**src/rtl/cnt_evt_pkg.sv**
```systemverilog
// Shared types for the counter event logger.
// Build with CNT_EVT_TSTAMP_EN defined to carry a 16-bit timestamp per record.
package cnt_evt_pkg;

    localparam int CNT_W_DEF = 10;
    localparam int TS_W      = 16;

    typedef enum logic [1:0] {
        WRAP_UP = 2'd0,
        WRAP_DN = 2'd1,
        JUMP    = 2'd2,
        DIR_CHG = 2'd3
    } evt_type_e;

    typedef enum logic {
        S_INIT,
        S_TRACK
    } state_e;

    typedef struct packed {
        evt_type_e              kind;
        logic [CNT_W_DEF-1:0]   cnt;
`ifdef CNT_EVT_TSTAMP_EN
        logic [TS_W-1:0]        tstamp;
`endif
    } evt_rec_t;

endpackage

```
**src/rtl/cnt_evt_fifo.sv**
```systemverilog
// Event record FIFO: DEPTH x evt_rec_t, no bypass, pointers carry a wrap bit.
// A push while full is accepted only when a pop happens on the same edge.
import cnt_evt_pkg::*;

module cnt_evt_fifo #(
    parameter int DEPTH = 4,
    parameter int LW    = $clog2(DEPTH) + 1
) (
    input  logic          clk,
    input  logic          rst_n,
    input  logic          push,
    input  evt_rec_t      din,
    input  logic          pop,
    output evt_rec_t      dout,
    output logic          full,
    output logic          empty,
    output logic [LW-1:0] level
);

    localparam int AW = $clog2(DEPTH);

    evt_rec_t      mem [DEPTH];
    logic [AW:0]   wr_ptr;
    logic [AW:0]   rd_ptr;
    logic          wr_en;
    logic          rd_en;

    assign level = wr_ptr - rd_ptr;
    assign full  = (level == LW'(DEPTH));
    assign empty = (level == '0);
    assign rd_en = pop && !empty;
    assign wr_en = push && (!full || rd_en);
    assign dout  = mem[rd_ptr[AW-1:0]];

    always_ff @(posedge clk or negedge rst_n) begin
        if (!rst_n) begin
            wr_ptr <= '0;
            rd_ptr <= '0;
            for (int i = 0; i < DEPTH; i++) begin
                mem[i] <= '0;
            end
        end else begin
            if (wr_en) begin
                mem[wr_ptr[AW-1:0]] <= din;
                wr_ptr              <= wr_ptr + 1'b1;
            end
            if (rd_en) begin
                rd_ptr <= rd_ptr + 1'b1;
            end
        end
    end

endmodule

```
**src/rtl/cnt_evt_logger.sv**
```systemverilog
// Classifies up/down counter transitions and streams event records.
// CNT_EVT_TSTAMP_EN adds evt_tstamp, a free-running cycle count per record.
import cnt_evt_pkg::*;

module cnt_evt_logger #(
    parameter int CNT_W  = CNT_W_DEF,
    parameter int DEPTH  = 4,
    parameter int DROP_W = 8,
    parameter int LW     = $clog2(DEPTH) + 1
) (
    input  logic              clk,
    input  logic              rst_n,
    input  logic [CNT_W-1:0]  cnt,
    input  logic              mode,
    output logic              evt_valid,
    input  logic              evt_ready,
    output logic [1:0]        evt_type,
    output logic [CNT_W-1:0]  evt_cnt,
    output logic [LW-1:0]     evt_level,
`ifdef CNT_EVT_TSTAMP_EN
    output logic [TS_W-1:0]   evt_tstamp,
`endif
    output logic              ovf,
    output logic [DROP_W-1:0] drop_cnt
);

    localparam logic [CNT_W-1:0] CNT_MAX = '1;

    state_e          state;
    state_e          state_nx;
    logic [CNT_W-1:0] cnt_q;
    logic            mode_q;

    logic            wrap_up;
    logic            wrap_dn;
    logic            step_ok;
    logic            jump;
    logic            dir_chg;
    logic            evt_hit;
    evt_type_e       evt_kind;
    evt_rec_t        rec_in;
    evt_rec_t        rec_out;
    logic            full;
    logic            empty;
    logic            pop;
    logic            drop;

`ifdef CNT_EVT_TSTAMP_EN
    logic [TS_W-1:0] tstamp;

    always_ff @(posedge clk or negedge rst_n) begin
        if (!rst_n) tstamp <= '0;
        else        tstamp <= tstamp + 1'b1;
    end
`endif

    always_ff @(posedge clk or negedge rst_n) begin
        if (!rst_n) begin
            state  <= S_INIT;
            cnt_q  <= '0;
            mode_q <= 1'b0;
        end else begin
            state  <= state_nx;
            cnt_q  <= cnt;
            mode_q <= mode;
        end
    end

    always_comb begin
        state_nx = state;
        unique case (state)
            S_INIT:  state_nx = S_TRACK;
            S_TRACK: state_nx = S_TRACK;
            default: state_nx = S_INIT;
        endcase
    end

    // A wrap that coincides with a direction flip is still reported as a wrap.
    always_comb begin
        wrap_up = (cnt_q == CNT_MAX) && (cnt == '0) && (mode || mode_q);
        wrap_dn = (cnt_q == '0) && (cnt == CNT_MAX) && (!mode || !mode_q);
        step_ok = ((cnt_q != CNT_MAX) && (cnt == cnt_q + 1'b1)) ||
                  ((cnt_q != '0) && (cnt == cnt_q - 1'b1));
        jump    = (cnt != cnt_q) && !step_ok && !wrap_up && !wrap_dn;
        dir_chg = (mode != mode_q);
    end

    always_comb begin
        evt_hit  = 1'b0;
        evt_kind = WRAP_UP;
        if (state == S_TRACK) begin
            if (wrap_up) begin
                evt_hit  = 1'b1;
                evt_kind = WRAP_UP;
            end else if (wrap_dn) begin
                evt_hit  = 1'b1;
                evt_kind = WRAP_DN;
            end else if (jump) begin
                evt_hit  = 1'b1;
                evt_kind = JUMP;
            end else if (dir_chg) begin
                evt_hit  = 1'b1;
                evt_kind = DIR_CHG;
            end
        end
    end

    always_comb begin
        rec_in        = '0;
        rec_in.kind   = evt_kind;
        rec_in.cnt    = cnt;
`ifdef CNT_EVT_TSTAMP_EN
        rec_in.tstamp = tstamp;
`endif
    end

    assign pop  = evt_valid && evt_ready;
    assign drop = evt_hit && full && !pop;

    cnt_evt_fifo #(
        .DEPTH (DEPTH),
        .LW    (LW)
    ) u_fifo (
        .clk   (clk),
        .rst_n (rst_n),
        .push  (evt_hit),
        .din   (rec_in),
        .pop   (pop),
        .dout  (rec_out),
        .full  (full),
        .empty (empty),
        .level (evt_level)
    );

    always_ff @(posedge clk or negedge rst_n) begin
        if (!rst_n) begin
            ovf      <= 1'b0;
            drop_cnt <= '0;
        end else if (drop) begin
            ovf <= 1'b1;
            if (drop_cnt != '1) drop_cnt <= drop_cnt + 1'b1;
        end
    end

    assign evt_valid  = !empty;
    assign evt_type   = rec_out.kind;
    assign evt_cnt    = rec_out.cnt;
`ifdef CNT_EVT_TSTAMP_EN
    assign evt_tstamp = rec_out.tstamp;
`endif

endmodule

```
**config.mk**
```make
export PLATFORM = sky130hd
export DESIGN_NAME = cnt_evt_logger
export DESIGN_NICKNAME = d
export VERILOG_FILES = /design/src/rtl/cnt_evt_pkg.sv /design/src/rtl/cnt_evt_fifo.sv /design/src/rtl/cnt_evt_logger.sv
export SDC_FILE = /design/constraint.sdc
export NUM_CORES = 1
export LEC_CHECK = 0
export ABC_CLOCK_PERIOD_IN_PS = 3800
export BUFFER_PORTS_ARGS = -buffer_cell sky130_fd_sc_hd__buf_2
export CAP_MARGIN = 20
export CORE_MARGIN = 5
export CORE_UTILIZATION = 59
export DETAILED_ROUTE_END_ITERATION = 6
export PLACE_DENSITY = 0.89
export SLEW_MARGIN = 20
export SYNTH_ARGS = -nofsm -noshare
export SYNTH_HDL_FRONTEND = slang
export SYNTH_SLANG_ARGS = --single-unit
```
**constraint.sdc**
```tcl
create_clock -name clk -period 3.8 [get_ports clk]
set_clock_uncertainty 0.1 [all_clocks]
set_input_delay 0.19 -clock clk [delete_from_list [all_inputs] [get_ports clk]]
set_output_delay 0.19 -clock clk [all_outputs]
set_load 0.005 [all_outputs]
```
==> metrics.txt <==
# TYPE chip_impl_metric gauge
chip_impl_metric{name="gp_congestion",unit=""} 0.998
chip_impl_metric{name="synth.top_cell.area_share",unit="%"} 46.1
chip_impl_metric{name="timing.hold.worst_path_depth",unit=""} 1
chip_impl_metric{name="route.antenna.remaining_nets",unit=""} 0
chip_impl_metric{name="start_util",unit="%"} 60.3
chip_impl_info{name="whs_endpoint",value="cnt_q[2]$_DFF_PN0_"} 1
chip_impl_metric{name="floorplan.die.height",unit="um"} 93.1
chip_impl_metric{name="numCtsBuffers",unit=""} 9
chip_impl_metric{name="min_period",unit="ns"} 3.57
chip_impl_metric{name="drt-wirelength-per-cell",unit="um"} 19.1
chip_impl_metric{name="number_of_drc_violations_after_detailed_routing",unit=""} 0
chip_impl_info{name="tritoncts_clock_tree",value="built"} 1
chip_impl_info{name="path_cells",value="nor4_1, nand3_1, a21oi_1, a311oi_1, o2111ai_1, a31oi_4, nor2_1, mux2_2"} 1
chip_impl_info{name="min_from",value="cnt[2]"} 1
chip_impl_metric{name="clk_latency",unit="ns"} 0.35
chip_impl_metric{name="report.final.hold_viol_count",unit=""} 0
chip_impl_metric{name="timing.max_slew.rel_slack",unit="%"} 29.7
chip_impl_metric{name="cts_setup_buffers",unit=""} 0
chip_impl_metric{name="numnets_final",unit=""} 413
chip_impl_metric{name="ys.warnings.count",unit=""} 0
chip_impl_metric{name="power.density",unit="nW/um^2"} 705
chip_impl_metric{name="worst_slack",unit="ns"} 0.233
chip_impl_metric{name="avgViaCountPerCell",unit=""} 6.14
chip_impl_metric{name="required",unit="ns"} 3.93
chip_impl_metric{name="area_of_the_mapped_netlist",unit="sq um"} 4070
chip_impl_metric{name="placed_cell_area",unit="sq um"} 4270
chip_impl_metric{name="die_x",unit="um"} 93.1
chip_impl_info{name="cts-root-buf",value="clkbuf_8"} 1
chip_impl_metric{name="timing.critical_path.slowest_cell_delay",unit="ns"} 0.84
chip_impl_info{name="holdCritPathClass",value="input pin to flop"} 1
chip_impl_metric{name="grt_start_max_net_pins",unit=""} 30
chip_impl_metric{name="drtPass1Iterations",unit=""} 4
chip_impl_metric{name="asyncSetResetFlopFracSynth",unit="%"} 100
chip_impl_metric{name="place.port_buffers",unit=""} 38
chip_impl_metric{name="worst-r2r-cell-count",unit=""} 8
chip_impl_metric{name="combinationalPowerShare",unit="%"} 42.5
chip_impl_metric{name="path_clk_slew",unit="ns"} 0.08
chip_impl_info{name="synth_area_leaders",value="dfrtp_1 46%, mux2_2 12%, mux4_2 6.6%, ha_1 3.7%, xor2_1 3.7%"} 1
chip_impl_metric{name="rows",unit=""} 30
chip_impl_metric{name="dp.cells",unit=""} 444
chip_impl_metric{name="syn_inst",unit=""} 336
chip_impl_info{name="worstSetupStartpointType",value="flop"} 1
chip_impl_metric{name="finalInstanceArea",unit="sq um"} 4550
chip_impl_info{name="synthTopCellsByCount",value="75 x dfrtp_1, 44 x mux2_2, 21 x inv_1"} 1
chip_impl_metric{name="final.period_utilization",unit="%"} 93.9
chip_impl_metric{name="syn_avg_cell_area",unit="sq um"} 12.1
chip_impl_metric{name="net-switching-power",unit="mW"} 1.12
chip_impl_metric{name="drv.max_cap_violation_count",unit=""} 0
chip_impl_metric{name="placement.setup.worst_slack",unit="ns"} 0.351
chip_impl_info{name="crit_slowest_cell",value="nor2_1"} 1
chip_impl_info{name="timing.critical_path.to_type",value="flop"} 1
chip_impl_metric{name="dp_hpwl",unit="mm"} 6.36
chip_impl_metric{name="initial_antenna_violation_count",unit=""} 0
chip_impl_info{name="worstReg2RegEnd",value="u_fifo.mem[14]$_DFFE_PN0P_"} 1
chip_impl_metric{name="num_io_pins",unit=""} 39
chip_impl_info{name="synth_top_cell_by_area",value="dfrtp_1"} 1
chip_impl_metric{name="globalRouteOverflowTotal",unit=""} 0
chip_impl_metric{name="detail_route.iter0.violations",unit=""} 190
chip_impl_metric{name="p_leak",unit="nW"} 2.02
chip_impl_metric{name="netlist-cell-type-count",unit=""} 55
chip_impl_metric{name="routed_wl",unit="mm"} 8.98
chip_impl_metric{name="crit_fanout",unit=""} 12
chip_impl_metric{name="setup.reg_to_reg.worst_slack",unit="ns"} 0.23
chip_impl_metric{name="grt_pass1_wl",unit="mm"} 14.7
chip_impl_metric{name="synth_seq_cells",unit=""} 75
chip_impl_info{name="run_status",value="finished clean"} 1
chip_impl_metric{name="resize_count_post_cts",unit=""} 0
chip_impl_metric{name="nFillCells",unit=""} 475
chip_impl_metric{name="power.sequential.fraction",unit="%"} 40.3
chip_impl_metric{name="sw_frac_of_total",unit="%"} 34.9
chip_impl_metric{name="max_slew_violation_total_from_the_final_report",unit=""} 0
chip_impl_metric{name="report.final.setup_viol",unit=""} 0
chip_impl_metric{name="fmaxAchievable",unit="GHz"} 0.280
chip_impl_metric{name="area_growth_syn_to_layout",unit="%"} 11.8
chip_impl_metric{name="grt_usage",unit="%"} 21.7
chip_impl_metric{name="tritoncts_num_sinks",unit=""} 75
chip_impl_info{name="rr_startpoint",value="cnt_q[3]$_DFF_PN0_"} 1
chip_impl_metric{name="synth-seq-area-share",unit="%"} 46.1
chip_impl_metric{name="critical_path_arrival",unit="ns"} 3.69
chip_impl_metric{name="cts-htree-levels",unit=""} 3
chip_impl_metric{name="die_area",unit="sq um"} 8670
chip_impl_metric{name="report.power.total",unit="mW"} 3.21
chip_impl_metric{name="p_int",unit="mW"} 2.09
chip_impl_metric{name="core_region_area",unit="sq um"} 6760
chip_impl_metric{name="setup-tns-final",unit="ns"} 0
chip_impl_metric{name="cts_buffer_depth",unit=""} 2
chip_impl_metric{name="antenna_cells",unit=""} 0
chip_impl_info{name="worst-setup-path-type",value="flop to flop"} 1
chip_impl_metric{name="vdd_drop_max",unit="V"} 0.000471
chip_impl_metric{name="p_clk_share",unit="%"} 17.2
chip_impl_info{name="yosys_most_used_dff",value="dfrtp_1"} 1
chip_impl_info{name="synth_most_common_cell",value="dfrtp_1"} 1
chip_impl_metric{name="detailroute.via_count",unit=""} 2890
chip_impl_metric{name="tightestPinTransition",unit="ns"} 1.05
chip_impl_metric{name="layout-drive-gt1-share",unit="%"} 32.5
chip_impl_metric{name="synth.net_count",unit=""} 363
chip_impl_metric{name="synth_edf_count",unit=""} 0
chip_impl_metric{name="fin_cells",unit=""} 471
chip_impl_metric{name="vias_in_the_first_global_route",unit=""} 2910
chip_impl_info{name="setup_repair_after_global_routing_missed_its_margin",value="false"} 1
-- critical path, delay by kind of cell (launching register included) --
kind / cells / cell delay [ns]
simple gates: 3 / 1.69
compound gates: 4 / 0.78
flops: 1 / 0.46
mux: 1 / 0.42
-- how the worst max path moves through the flow --
stage	from	to
after global placement	cnt_q[3]$_DFF_PN0_	u_fifo.mem[7]$_DFFE_PN0P_
after CTS	cnt_q[3]$_DFF_PN0_	u_fifo.mem[14]$_DFFE_PN0P_
after floorplan	cnt_q[0]$_DFF_PN0_	u_fifo.mem[27]$_DFFE_PN0P_
after global routing	cnt_q[3]$_DFF_PN0_	u_fifo.mem[14]$_DFFE_PN0P_
after detailed placement	cnt_q[3]$_DFF_PN0_	u_fifo.mem[14]$_DFFE_PN0P_
final	cnt_q[3]$_DFF_PN0_	u_fifo.mem[14]$_DFFE_PN0P_
-- layer usage --
layer  vias to the layer above  track usage, %  part of all wire [%]
li1                       1323               -                     -
met3                        16            3.38                   4.5
met2                        89            35.1                    50
met5                         -               0                     0
met1                      1462            29.3                    44
met4                         0            8.67                   1.8
-- per-stage QoR --
step	utilization (%)	hold WS, ns
2_1_floorplan	-	-0.206
3_3_place_gp	63.1	0.122
3_5_place_dp	63.2	0.139
4_1_cts	67.4	0.0133
5_1_grt	67.4	0.0260
6_report	67.4	0.0281
-- layout by cell type, fill, tap and decap left out, types with 3 or more instances in the layout --
master	instances
dfrtp_1	75
mux2_2	44
buf_2	38
inv_1	21
xor2_1	17
nor2_1	16
xnor2_1	13
nand3_1	13
nand2_1	13
mux4_2	12
ha_1	12
dlygate4sd3_1	11
nor4_1	9
clkbuf_8	9
nand4_1	8
o2bb2ai_1	8
buf_4	7
nor3_1	6
a21oi_1	6
and3_1	4
or4_1	3
-- layout make-up --
type	count	area, sq um	share of cell area [%]
multi-input combinational	223	1970	43.3
sequential	75	1880	41.2
timing repair buffer	56	353	7.75
clock buffer	9	124	2.72
tap	80	100	2.20
inverter	21	78.8	1.73
clock inverter	7	51.3	1.13
-- flip-flops by register name, indices dropped and copies added (netlist names) --
register	cells
u_fifo.mem	48
drop_cnt	8
state	1
u_fifo.wr_ptr	3
cnt_q	10
u_fifo.rd_ptr	3
ovf	1
mode_q	1
-- power groups by stage --
stage / Sequential, mW / Clock (mW) / Combinational (mW)
CTS: 1.29 / 0.556 / 1.38
global placement: 1.27 / 0 / 1.30
floorplan: 1.25 / 0 / 0.958
finish: 1.29 / 0.551 / 1.36
detailed placement: 1.30 / 0 / 1.36
global route: 1.33 / 0.597 / 1.50
-- cells by family after synthesis --
| logic type | Yosys count | share of synthesized area (%) |
|---|---|---|
| AO/OA/AOI/OAI | 32 | 6.24 |
| XOR/XNOR | 30 | 6.45 |
| adder cells (fa/ha/maj) | 13 | 4.18 |
| buffers and inverters | 38 | 5.62 |
| flip-flops | 75 | 46.1 |
| multiplexers | 56 | 18.8 |
| other | 1 | 0.0920 |
| AND/OR/NAND/NOR | 91 | 12.6 |
-- repair_timing --
| item | 4_1_cts | 5_1_grt |
|---|---|---|
| endpoints found under the hold margin | 36 | 0 |
| hold buffers | 11 | 0 |
| setup endpoints to repair | 0 | 0 |
(Power assumes the default switching activity.)
